## config.mk

```make
export PLATFORM = sky130hd
export DESIGN_NAME = key_press_gen
export DESIGN_NICKNAME = d
export VERILOG_FILES = /design/src/rtl/paint_pkg.sv /design/src/rtl/key_req_fifo.sv /design/src/rtl/key_press_gen.sv
export SDC_FILE = /design/constraint.sdc
export NUM_CORES = 1
export LEC_CHECK = 0
export BUFFER_PORTS_ARGS = -buffer_cell sky130_fd_sc_hd__buf_2
export CAP_MARGIN = 10
export CORE_MARGIN = 4
export CORE_UTILIZATION = 53
export CTS_CLUSTER_SIZE = 30
export DETAILED_ROUTE_END_ITERATION = 16
export PLACE_DENSITY = 0.79
export SLEW_MARGIN = 20
export SYNTH_ARGS = -nofsm -noshare
export SYNTH_HDL_FRONTEND = slang
export SYNTH_SLANG_ARGS = --single-unit
```

## constraint.sdc

```tcl
create_clock -name clk -period 2.25 [get_ports clk]
set_input_delay 0.45 -clock clk [delete_from_list [all_inputs] [get_ports clk]]
set_output_delay 0.45 -clock clk [all_outputs]
set_load 0.02 [all_outputs]
```

## src/rtl/paint_pkg.sv

```systemverilog
// paint_pkg: shared types and constants for the paint input path
package paint_pkg;

    typedef enum logic [1:0] {KG_IDLE, KG_PRESS, KG_GAP} key_gen_state_t;

    localparam int KEY_GAP_MIN = 1;

endpackage

```

## src/rtl/key_req_fifo.sv

```systemverilog
// key_req_fifo: small synchronous FIFO holding queued press-hold requests
module key_req_fifo #(
    parameter int WIDTH = 8,
    parameter int DEPTH = 4
) (
    input  logic             clk,
    input  logic             reset,
    input  logic             i_push,
    input  logic             i_pop,
    input  logic [WIDTH-1:0] i_din,
    output logic [WIDTH-1:0] o_dout,
    output logic             o_full,
    output logic             o_empty
);

    localparam int AW = $clog2(DEPTH);

    if (DEPTH < 2 || (DEPTH & (DEPTH - 1)) != 0) begin : g_depth_chk
        $error("key_req_fifo: DEPTH must be a power of two and at least 2");
    end

    logic [WIDTH-1:0] r_mem [DEPTH];
    logic [AW-1:0]    r_wr_ptr;
    logic [AW-1:0]    r_rd_ptr;
    logic [AW:0]      r_count;
    logic             w_push;
    logic             w_pop;

    assign w_push  = i_push && !o_full;
    assign w_pop   = i_pop && !o_empty;
    assign o_full  = r_count == (AW+1)'(DEPTH);
    assign o_empty = r_count == '0;
    assign o_dout  = r_mem[r_rd_ptr];

    // Pointer and occupancy update; pointers wrap naturally since DEPTH is a power of two
    always_ff @(posedge clk) begin
        if (reset) begin
            r_wr_ptr <= '0;
            r_rd_ptr <= '0;
            r_count  <= '0;
        end else begin
            if (w_push) r_wr_ptr <= r_wr_ptr + 1'b1;
            if (w_pop) r_rd_ptr <= r_rd_ptr + 1'b1;
            r_count <= r_count + {{AW{1'b0}}, w_push} - {{AW{1'b0}}, w_pop};
        end
    end

    // Storage needs no reset: only entries between the pointers are ever read
    always_ff @(posedge clk) begin
        if (w_push) r_mem[r_wr_ptr] <= i_din;
    end

endmodule

```

## src/rtl/key_press_gen.sv

```systemverilog
// key_press_gen: replays queued press requests as a clean keypress level with release gaps
module key_press_gen
    import paint_pkg::*;
#(
    parameter int HOLD_W     = 8,
    parameter int GAP_CYCLES = 2,
    parameter int FIFO_DEPTH = 4
) (
    input  logic              clk,
    input  logic              reset,
    input  logic              i_req_valid,
    output logic              o_req_ready,
    input  logic [HOLD_W-1:0] i_req_hold,
    output logic              o_keypress,
    output logic              o_busy,
    output logic              o_done
);

    localparam int GW = $clog2(GAP_CYCLES + 1);

    if (GAP_CYCLES < KEY_GAP_MIN) begin : g_gap_chk
        $error("key_press_gen: GAP_CYCLES must be at least 1");
    end

    key_gen_state_t    r_state;
    key_gen_state_t    w_next_state;
    logic [HOLD_W-1:0] r_hold_cnt;
    logic [HOLD_W-1:0] w_next_hold;
    logic [GW-1:0]     r_gap_cnt;
    logic [GW-1:0]     w_next_gap;
    logic [HOLD_W-1:0] w_dout;
    logic              w_full;
    logic              w_empty;
    logic              w_push;
    logic              w_pop;
    logic              w_busy_next;
    logic              r_keypress;
    logic              r_done;
    logic              r_busy;

    assign w_push      = i_req_valid && !w_full;
    assign o_req_ready = !w_full;
    assign o_keypress  = r_keypress;
    assign o_done      = r_done;
    assign o_busy      = r_busy;

    key_req_fifo #(
        .WIDTH (HOLD_W),
        .DEPTH (FIFO_DEPTH)
    ) u_fifo (
        .clk     (clk),
        .reset   (reset),
        .i_push  (w_push),
        .i_pop   (w_pop),
        .i_din   (i_req_hold),
        .o_dout  (w_dout),
        .o_full  (w_full),
        .o_empty (w_empty)
    );

    // Next-state logic: pop into PRESS, count down the hold, then count down the gap
    always_comb begin
        w_next_state = r_state;
        w_next_hold  = r_hold_cnt;
        w_next_gap   = r_gap_cnt;
        w_pop        = 1'b0;
        case (r_state)
            KG_IDLE: begin
                if (!w_empty) begin
                    w_pop        = 1'b1;
                    w_next_hold  = (w_dout == '0) ? HOLD_W'(1) : w_dout;
                    w_next_state = KG_PRESS;
                end
            end
            KG_PRESS: begin
                w_next_hold = r_hold_cnt - 1'b1;
                if (r_hold_cnt == HOLD_W'(1)) begin
                    w_next_state = KG_GAP;
                    w_next_gap   = GW'(GAP_CYCLES);
                end
            end
            KG_GAP: begin
                w_next_gap = r_gap_cnt - 1'b1;
                if (r_gap_cnt == GW'(1)) w_next_state = KG_IDLE;
            end
            default: w_next_state = KG_IDLE;
        endcase
    end

    // Busy whenever work remains after this edge: a non-idle FSM, a queued entry or a new push
    assign w_busy_next = (w_next_state != KG_IDLE) || !w_empty || w_push;

    // State and counter registers
    always_ff @(posedge clk) begin
        if (reset) begin
            r_state    <= KG_IDLE;
            r_hold_cnt <= '0;
            r_gap_cnt  <= '0;
        end else begin
            r_state    <= w_next_state;
            r_hold_cnt <= w_next_hold;
            r_gap_cnt  <= w_next_gap;
        end
    end

    // Registered outputs; keypress trails the PRESS state by one cycle so the key rises two edges after acceptance
    always_ff @(posedge clk) begin
        if (reset) begin
            r_keypress <= 1'b0;
            r_done     <= 1'b0;
            r_busy     <= 1'b0;
        end else begin
            r_keypress <= r_state == KG_PRESS;
            r_done     <= (r_state == KG_GAP) && (r_gap_cnt == GW'(1));
            r_busy     <= w_busy_next;
        end
    end

endmodule

```

* Yosys cells after proc, flatten, opt, wreduce, memory -nomap -nowiden *
Memories as Yosys holds them, arrays and structs flattened. A register that Yosys moved wholly into a read port is not among the register bits.
Cells that the tools add are included.

operators by class
  $add $sub $neg = 6
  multiply operators = 0
  div/mod/pow operators = 0
  magnitude comparators = 0
  equality and inequality tests = 7
  shift-type cells = 0
  muxes and demuxes = 15
  bitwise gates (word level) = 0
  reduce and logical (&&, ||, !) cells = 16

operators by type and width
  cell                   number
  $mux W8                2
  $pmux W8 S2            1
  $mux W2                6
  $eq A8 B1 Y1 const B   1
  $logic_not A8 Y1       1
  $sub A8 B1 Y8 const B  1
  $pmux W2 S3            1
  $reduce_bool A2 Y1     3
  $add A2 B1 Y2 const B  2
  $eq A2 B1 Y1 const B   2
  $logic_and A1 B1 Y1    4
  $mux W1                4
  $ne A2 B2 Y1 const B   2
  $pmux W2 S2            1
  $reduce_and A2 Y1      2
  $add A3 B1 Y3          1
  $eq A3 B3 Y1 const B   1
  $logic_not A3 Y1       1
  $sub A3 B1 Y3          1
  $eq A2 B2 Y1 const B   1
  $logic_not A1 Y1       2
  $logic_not A2 Y1       1
  $logic_or A1 B1 Y1     2
  $sub A2 B1 Y2 const B  1

word-level totals
  register bits = 22
  bits in latches = 0
  memory bits (writable) = 32
  memory bits (read-only) = 0
  input port bits = 11
  logic and storage cells = 54
  memories = 1

memory list
  memory        depth  bits a word  rd ports  clocked after memory_dff  wr ports  line                source
  u_fifo.r_mem  4      8            1         1                         1         key_req_fifo.sv:22  logic [WIDTH-1:0] r_mem [DEPTH];

* Longest topological paths before layout *
Gate-level depths: netlist of run 1.

  depth in word-level cells = 6
  gate-level depth with buffers = 11
  mapped depth without buffers = 10

* Hierarchy *
From an unflattened synthesis of run 1, not the netlist that was laid out.

second synthesis, totals
  cell total of the unflattened synthesis = 184
  area, all modules = 2,416.1 um2

modules (own cells, without submodules)
  module         instances  cells each  area each (um2)  sequential area each (um2)
  key_req_fifo   1          93          1,629.1          1,141.1
  key_press_gen  1          91          787.0            300.3

* Worst setup path before layout of run 1 *
OpenSTA, ideal clock, no wires.

  kind = reg-to-reg
  start point = register u_fifo.r_count[1]
  end point = register u_fifo.r_count[2]
  arrival time = 2.093 ns
  required time = 2.122 ns
  path slack = 0.030 ns
  cell stages (with the launch flop) = 12
  period minus slack after synthesis = 2.220 ns
  cell sequence = dfxtp_1 nor3_1 or3_1 buf_6 inv_4 ha_1 inv_1 ha_1 fa_1 xnor2_1 xnor2_1 nor2_1

RTL lines
  what                      line                 source
  start: declaration        key_req_fifo.sv:25   logic [AW:0] r_count;
  start signal: assignment  key_req_fifo.sv:44   r_count <= r_count + {{AW{1'b0}}, w_push} - {{AW{1'b0}}, w_pop};
  $logic_not A3 Y1 *        key_req_fifo.sv:32   assign o_empty = r_count == '0;
  $mux W1                   key_press_gen.sv:69  if (!w_empty) begin
  $mux W1                   key_press_gen.sv:67  case (r_state)
  $logic_and A1 B1 Y1 *     key_req_fifo.sv:30   assign w_pop = i_pop && !o_empty;
  net u_fifo.w_pop          key_req_fifo.sv:27   logic w_pop;
  $sub A3 B1 Y3 *           key_req_fifo.sv:44

The timed path passes the listed nets; every way through them passes the cells marked *.
A chain may end at the register's enable or synchronous reset.

* Worst setup path after layout of run 1 *
  start point = register u_fifo.r_count[2]
  end point = register u_fifo.r_count[2]

Same word-level chain as after synthesis.

==> summary.txt, run 1 <==
Status: finished, final reports clean
Cell with the most instances after synthesis: edfxtp_1
Hold_ws: 0.343 ns
Row cnt: 23
Nets: 218
Syn nets: 193
Crit path DAT: 2.29 ns
Synth top cells by count: 32 x edfxtp_1, 24 x dfxtp_1, 11 x nor2_1
CP startpoint: u_fifo.r_count[2]$_SDFF_PP0_
First-pass GRT wire length: 6350 µm
Mapped Avg Cell Area: 13.5 µm²
HP Class: in2reg
Vias in the first global route: 1386
Worst r2r src: u_fifo.r_count[2]$_SDFF_PP0_
Clock Sinks: 56
Post-synth ARST share: 0
DIE AREA: 5520 µm²
Finish-stage setup viols: 0
Antenna-violating nets left: 0
Total grt overflow: 0
CP Capture Type: flip-flop
Cell type with the largest total area after synthesis: edfxtp_1
Gate Count Post-Synth: 172
Ports: 15
Initial antenna violation count: 0
Longest Clk Path Bufs: 2
Ant diodes: 0
Yosys synthesis warning count: 0
Worst VDD drop: 0.612 mV
Worst reg2reg path depth: 10
Fin. Hold Viols: 0
Top cell type's share of synthesized area: 0.413
H-Tree Depth: 2
Post-route minimum period: 2.10 ns
Share of cells above drive strength 1: 0.232
Number of synthesized register bits: 56
Crit path to: u_fifo.r_count[2]$_SDFF_PP0_
Static Leak: 0.942 nW
TNS Setup: 0 ns
Vias per inst: 5.72
Worst-Margin Slew: 0.561 ns
Period utilisation layout: 0.932
Maximum fanout along the worst path: 2
CORE AREA: 4120 µm²
Critical path type: reg2reg
Worst hold stages: 1
Unrepaired setup endpoints after global routing: false
DRC Markers: 0
Final count of pins violating max slew: 0
Slew headroom: 0.623
Via count: 1418
Fmax: 0.477 GHz
Post-synth EDFFs: 32
First-pass DRT Iterations: 4
CP required: 2.44 ns
Detailed Route Iter0 Violations: 89
Die Span X: 74.3 µm
Initial Utilization: 0.566
Routed WL: 3860 µm
Max cap viols: 0
Dpl hpwl: 2780 µm
Sequential share of the synthesized area: 0.619
TritonCTS Buffers: 5
Synth-to-Final Area Change: 11.9%
Worst-path clk slew: 0.10 ns
Crit start category: flip-flop
Routability congestion estimate: 0.768
Fin Clk Skew: 0.0103 ns
CTS tree: done
Worst r2r dst: u_fifo.r_count[2]$_SDFF_PP0_
R2R Setup Slk: 0.15 ns
Root Buffer Master: clkbuf_8
Average wire per standard cell: 15.6 µm
Port bufs: 14
Hold Buf Count CTS: 0
Synth area leaders: edfxtp_1 41%, dfxtp_1 21%, mux4_2 7.7%, ha_1 4.8%, a21oi_1 2.1%
Clock latency on the worst-skew pair: 0.32 ns
Pwr/cell area: 1240 nW/µm²
Top FF cell, synth: edfxtp_1
Post-Syn Area: 2330 µm²
Die H: 74.3 µm
Post-synthesis cell type count: 41
Gr usage total: 0.157
Largest net degree at the start of global routing: 24
Hold Path Origin: i_req_hold[2]
==> timing repair <==
item,CTS,global route
buffers inserted,0,1
setup endpoints to repair,1,1
resized for setup,1,2
pin swaps,0,1
==> stage by stage <==
step                cells  total power [mW]  area, µm²  utilization  setup WS (ns)
global route          248              3.49       2610        0.633        0.00208
detailed placement    239              2.66       2490        0.605        0.00422
global placement      239              2.58       2490        0.605          0.198
CTS                   247              3.21       2590        0.628         0.0697
finish                248              3.24       2610        0.633          0.152
floorplan             172              2.33       2330            -         0.0297
==> per-layer routing <==
metal / vias up / part of all wire / GRT usage
met5: - / 0 / 0
li1: 693 / - / -
met2: 35 / 0.52 / 0.254
met1: 685 / 0.42 / 0.201
met3: 5 / 0.048 / 0.0514
met4: 0 / 0.010 / 0.0534
==> cell families (layout without fill, tap and decap cells) <==
| logic type | count (synthesis) | count (layout) | synth area share |
|---|---|---|---|
| muxes | 10 | 10 | 0.0860 |
| adders and majority gates | 10 | 10 | 0.0570 |
| and+or+nand+nor | 53 | 53 | 0.128 |
| AOI/OAI and AO/OA | 22 | 22 | 0.0591 |
| buffers and inverters | 16 | 42 | 0.0317 |
| DFF | 56 | 56 | 0.619 |
| xor gates and xnor gates | 5 | 5 | 0.0188 |
==> layout by cell type, fill, tap and decap left out, types with 2 or more instances in the layout <==
| master | netlist | routed |
|---|---|---|
| a211oi_1 | 2 | 2 |
| a21oi_1 | 10 | 10 |
| a31oi_1 | 4 | 4 |
| and2_1 | 5 | 5 |
| buf_2 | 0 | 14 |
| buf_4 | 1 | 9 |
| clkbuf_8 | 0 | 5 |
| dfxtp_1 | 24 | 24 |
| edfxtp_1 | 32 | 32 |
| ha_1 | 9 | 9 |
| inv_1 | 10 | 10 |
| mux2i_1 | 2 | 2 |
| mux4_2 | 8 | 8 |
| nand2_1 | 7 | 7 |
| nand2b_1 | 2 | 2 |
| nand3_1 | 4 | 4 |
| nor2_1 | 11 | 11 |
| nor2b_1 | 3 | 3 |
| nor3_1 | 5 | 4 |
| nor4_1 | 4 | 4 |
| or4_1 | 2 | 2 |
| xnor2_1 | 5 | 4 |
==> sequential cells by signal, indices dropped and copies added (netlist names), named ones only <==
signal	cells
r_hold_cnt	8
u_fifo.r_mem	32
o_done	1
u_fifo.r_rd_ptr	2
u_fifo.r_count	3
r_gap_cnt	2
o_busy	1
r_state	2
o_keypress	1
u_fifo.r_wr_ptr	2
==> worst min path at each step <==
stage / to
2_1_floorplan: r_hold_cnt[7]$_SDFFE_PP0P_
3_3_place_gp: r_gap_cnt[0]$_SDFFE_PP0P_
3_5_place_dp: r_hold_cnt[7]$_SDFFE_PP0P_
4_1_cts: u_fifo.r_mem[1][2]$_DFFE_PP_
5_1_grt: u_fifo.r_mem[1][2]$_DFFE_PP_
6_report: u_fifo.r_mem[1][2]$_DFFE_PP_
==> area by class of cell <==
| cell class | instances | area, µm² |
|---|---|---|
| Inverter | 11 | 43.8 |
| Multi-Input combinational cell | 100 | 831 |
| Clock buffer | 5 | 68.8 |
| Fill cell | 317 | 1510 |
| Sequential cell | 56 | 1440 |
| Tap cell | 50 | 62.6 |
| Timing Repair Buffer | 23 | 138 |
| Clock inverter | 3 | 21.3 |
==> worst max-delay path, cell delays in order, from the launching register on <==
cell	delay [ns]
dfxtp_1	0.34
nor3_2	0.20
or3_4	0.17
inv_4	0.03
ha_1	0.27
inv_1	0.04
ha_1	0.18
fa_1	0.40
xnor2_2	0.16
xnor2_1	0.13
nor2_1	0.06
==> power by group <==
| group | internal (mW) | leakage (nW) | switching (mW) |
|---|---|---|---|
| clock | 0.221 | 0.0445 | 0.329 |
| sequential | 1.30 | 0.491 | 0.165 |
| combinational | 0.607 | 0.407 | 0.622 |
(Power assumes the default switching activity.)
==> run 2: changes to the inputs <==
--- a/config.mk
+++ b/config.mk
@@ -7,11 +7,12 @@
 export LEC_CHECK = 0
 export BUFFER_PORTS_ARGS = -buffer_cell sky130_fd_sc_hd__buf_2
 export CAP_MARGIN = 10
+export CORE_ASPECT_RATIO = 0.8
 export CORE_MARGIN = 4
-export CORE_UTILIZATION = 53
+export CORE_UTILIZATION = 55
 export CTS_CLUSTER_SIZE = 30
 export DETAILED_ROUTE_END_ITERATION = 16
-export PLACE_DENSITY = 0.79
+export PLACE_DENSITY = 0.78
 export SLEW_MARGIN = 20
 export SYNTH_ARGS = -nofsm -noshare
 export SYNTH_HDL_FRONTEND = slang
==> constraint.sdc (replaced) <==
create_clock -name clk -period 2.6 [get_ports clk]
set_input_delay 0.52 -clock clk [delete_from_list [all_inputs] [get_ports clk]]
set_output_delay 0.52 -clock clk [all_outputs]
set_load 0.02 [all_outputs]
==> summary.txt, run 2 (synthesis results as in run 1) <==
Root Buffer Master: clkbuf_8 (unchanged)
Post-route minimum period: 2.37 ns (was 2.10 ns)
Nets: 211 (was 218)
HP Class: in2reg (unchanged)
First-pass DRT Iterations: 4 (unchanged)
Worst r2r src: u_fifo.r_count[1]$_SDFF_PP0_ (was u_fifo.r_count[2]$_SDFF_PP0_)
Slew headroom: 0.553 (was 0.623)
Vias in the first global route: 1494 (was 1386)
Clock Sinks: 56 (unchanged)
Antenna-violating nets left: 0 (unchanged)
Vias per inst: 5.55 (was 5.72)
Largest registers: u_fifo.r_mem: 32 flops, r_hold_cnt: 8 flops, u_fifo.r_count: 3 flops (unchanged)
Gr usage total: 0.174 (was 0.157)
Finish-stage setup viols: 0 (unchanged)
First-pass GRT wire length: 6810 µm (was 6350 µm)
Worst-path clk slew: 0.09 ns (was 0.10 ns)
Critical path type: reg2reg (unchanged)
Fmax: 0.422 GHz (was 0.477 GHz)
DRC Markers: 0 (unchanged)
CP required: 2.78 ns (was 2.44 ns)
Routability congestion estimate: 0.843 (was 0.768)
Pwr/cell area: 1060 nW/µm² (was 1240 nW/µm²)
Final Core Density: 0.647 (was 0.633)
Largest register FFs: 32 (unchanged)
Via count: 1365 (was 1418)
Fin. Hold Viols: 0 (unchanged)
Max cap viols: 0 (unchanged)
Worst path max stage delay: 0.39 ns (was 0.40 ns)
Static Leak: 0.902 nW (was 0.942 nW)
Share of cells above drive strength 1: 0.183 (was 0.232)
Largest net degree at the start of global routing: 24 (unchanged)
Status: finished, final reports clean (unchanged)
CP Capture Type: flip-flop (unchanged)
Setup bufs post-CTS: 0 (unchanged)
Worst-Margin Slew: 0.664 ns (was 0.561 ns)
Die H: 66.2 µm (was 74.3 µm)
Period utilisation layout: 0.911 (was 0.932)
Average wire per standard cell: 15.8 µm (was 15.6 µm)
Placed cell areas: 2450 µm² (was 2490 µm²)
Post-cts resize count: 0 (was 1)
Hold Buf Count CTS: 0 (unchanged)
Clock latency on the worst-skew pair: 0.31 ns (was 0.32 ns)
CTS tree: done (unchanged)
Hold Crit Endpoint: u_fifo.r_mem[3][6]$_DFFE_PP_ (was u_fifo.r_mem[1][2]$_DFFE_PP_)
Total grt overflow: 0 (unchanged)
Critical-path top delay cell: fa_1 (unchanged)
Longest Clk Path Bufs: 2 (unchanged)
Crit start category: flip-flop (unchanged)
Fin cells: 246 (was 248)
H-Tree Depth: 2 (unchanged)
Maximum fanout along the worst path: 8 (was 2)
Die Span X: 80.7 µm (was 74.3 µm)
Hold Path Origin: i_req_hold[6] (was i_req_hold[2])
Row cnt: 20 (was 23)
DIE AREA: 5340 µm² (was 5520 µm²)
Crit path DAT: 2.55 ns (was 2.29 ns)
Worst VDD drop: 0.550 mV (was 0.612 mV)
Port bufs: 14 (unchanged)
Worst hold stages: 1 (unchanged)
CP startpoint: u_fifo.r_count[1]$_SDFF_PP0_ (was u_fifo.r_count[2]$_SDFF_PP0_)
Place WS: 0.265 ns (was 0.00422 ns)
Initial antenna violation count: 0 (unchanged)
Final count of pins violating max slew: 0 (unchanged)
TritonCTS Buffers: 5 (unchanged)
Ports: 15 (unchanged)
Initial Utilization: 0.593 (was 0.566)
Critical Path, Cell by Cell: nor3_1 -> or3_1 -> inv_4 -> ha_1 -> inv_1 -> ha_1 -> fa_1 -> xnor2_1 -> xnor2_1 -> nor2_1 (was nor3_2 -> or3_4 -> inv_4 -> ha_1 -> inv_1 -> ha_1 -> fa_1 -> xnor2_2 -> xnor2_1 -> nor2_1)
CORE AREA: 3930 µm² (was 4120 µm²)
Setup ws final: 0.232 ns (was 0.152 ns)
Worst r2r dst: u_fifo.r_count[2]$_SDFF_PP0_ (unchanged)
TNS Setup: 0 ns (unchanged)
Commonest non-fill, non-tap cells in the layout: 32 x edfxtp_1, 24 x dfxtp_1, 14 x buf_2 (unchanged)
Final instance area: 2540 µm² (was 2610 µm²)
Synth-to-Final Area Change: 9.24% (was 11.9%)
Post-Place Cells: 238 (was 239)
Detailed Route Iter0 Violations: 131 (was 89)
Most common cell after layout, fill and taps aside: edfxtp_1 (unchanged)
Routed WL: 3890 µm (was 3860 µm)
Most flops, register: u_fifo.r_mem (unchanged)
Dpl hpwl: 2800 µm (was 2780 µm)
Worst reg2reg path depth: 10 (unchanged)
Unrepaired setup endpoints after global routing: false (unchanged)
R2R Setup Slk: 0.23 ns (was 0.15 ns)
Fin Clk Skew: 0.0104 ns (was 0.0103 ns)
Ant diodes: 0 (unchanged)
[run 2: changes by cell type in the layout (fill, tap and decap cells not counted), sizes merged]
cell	change
buf	-7
clkbuf	+3
clkinv	-1
clkinvlp	-1
inv	-1
[run 2: worst max-delay path by stage]
stage | endpoint | slack (ns) | cells past startpoint
after CTS | u_fifo.r_count[2]$_SDFF_PP0_ | 0.23 | 10
after global routing | u_fifo.r_count[2]$_SDFF_PP0_ | 0.08 | 10
after floorplan | u_fifo.r_count[2]$_SDFF_PP0_ | 0.38 | 11
after detailed placement | u_fifo.r_count[2]$_SDFF_PP0_ | 0.27 | 10
after global placement | u_fifo.r_count[2]$_SDFF_PP0_ | 0.37 | 10
final | u_fifo.r_count[2]$_SDFF_PP0_ | 0.23 | 10
[run 2: critical path: cells and delay by family (launching register included)]
kind,cells,cell delay [ns]
fa+ha+maj,3,0.84
xor+xnor,2,0.33
simple gates,3,0.61
flops,1,0.36
buf+inv,2,0.11
[run 2: layout make-up]
cell class              instances  area [µm²]
clock buffers                   8        91.3
flip-flops and latches         56        1440
well taps                      55        68.8
inverters                      11        43.8
repair buffers                 16        85.1
multi-input cells             100         813
fillers                       307        1390
[run 2: metrics by stage]
| stage | hold slack, ns | power (mW) |
|---|---|---|
| 3_5_place_dp | 0.481 | 2.24 |
| 2_1_floorplan | 0.439 | 2.01 |
| 4_1_cts | 0.412 | 2.72 |
| 5_1_grt | 0.414 | 2.90 |
| 3_3_place_gp | 0.464 | 2.17 |
| 6_report | 0.423 | 2.69 |
[run 2: report_power, final]
part | internal [mW] | switching [mW]
sequential | 1.12 | 0.177
combinational | 0.433 | 0.483
clock | 0.221 | 0.255
total | 1.78 | 0.915
[run 2: per-layer routing]
layer | vias up | part of all wire | track usage
li1 | 669 | - | -
met1 | 666 | 0.43 | 0.213
met2 | 21 | 0.51 | 0.289
met3 | 9 | 0.038 | 0.0450
met4 | 0 | 0.023 | 0.0823
met5 | - | 0 | 0
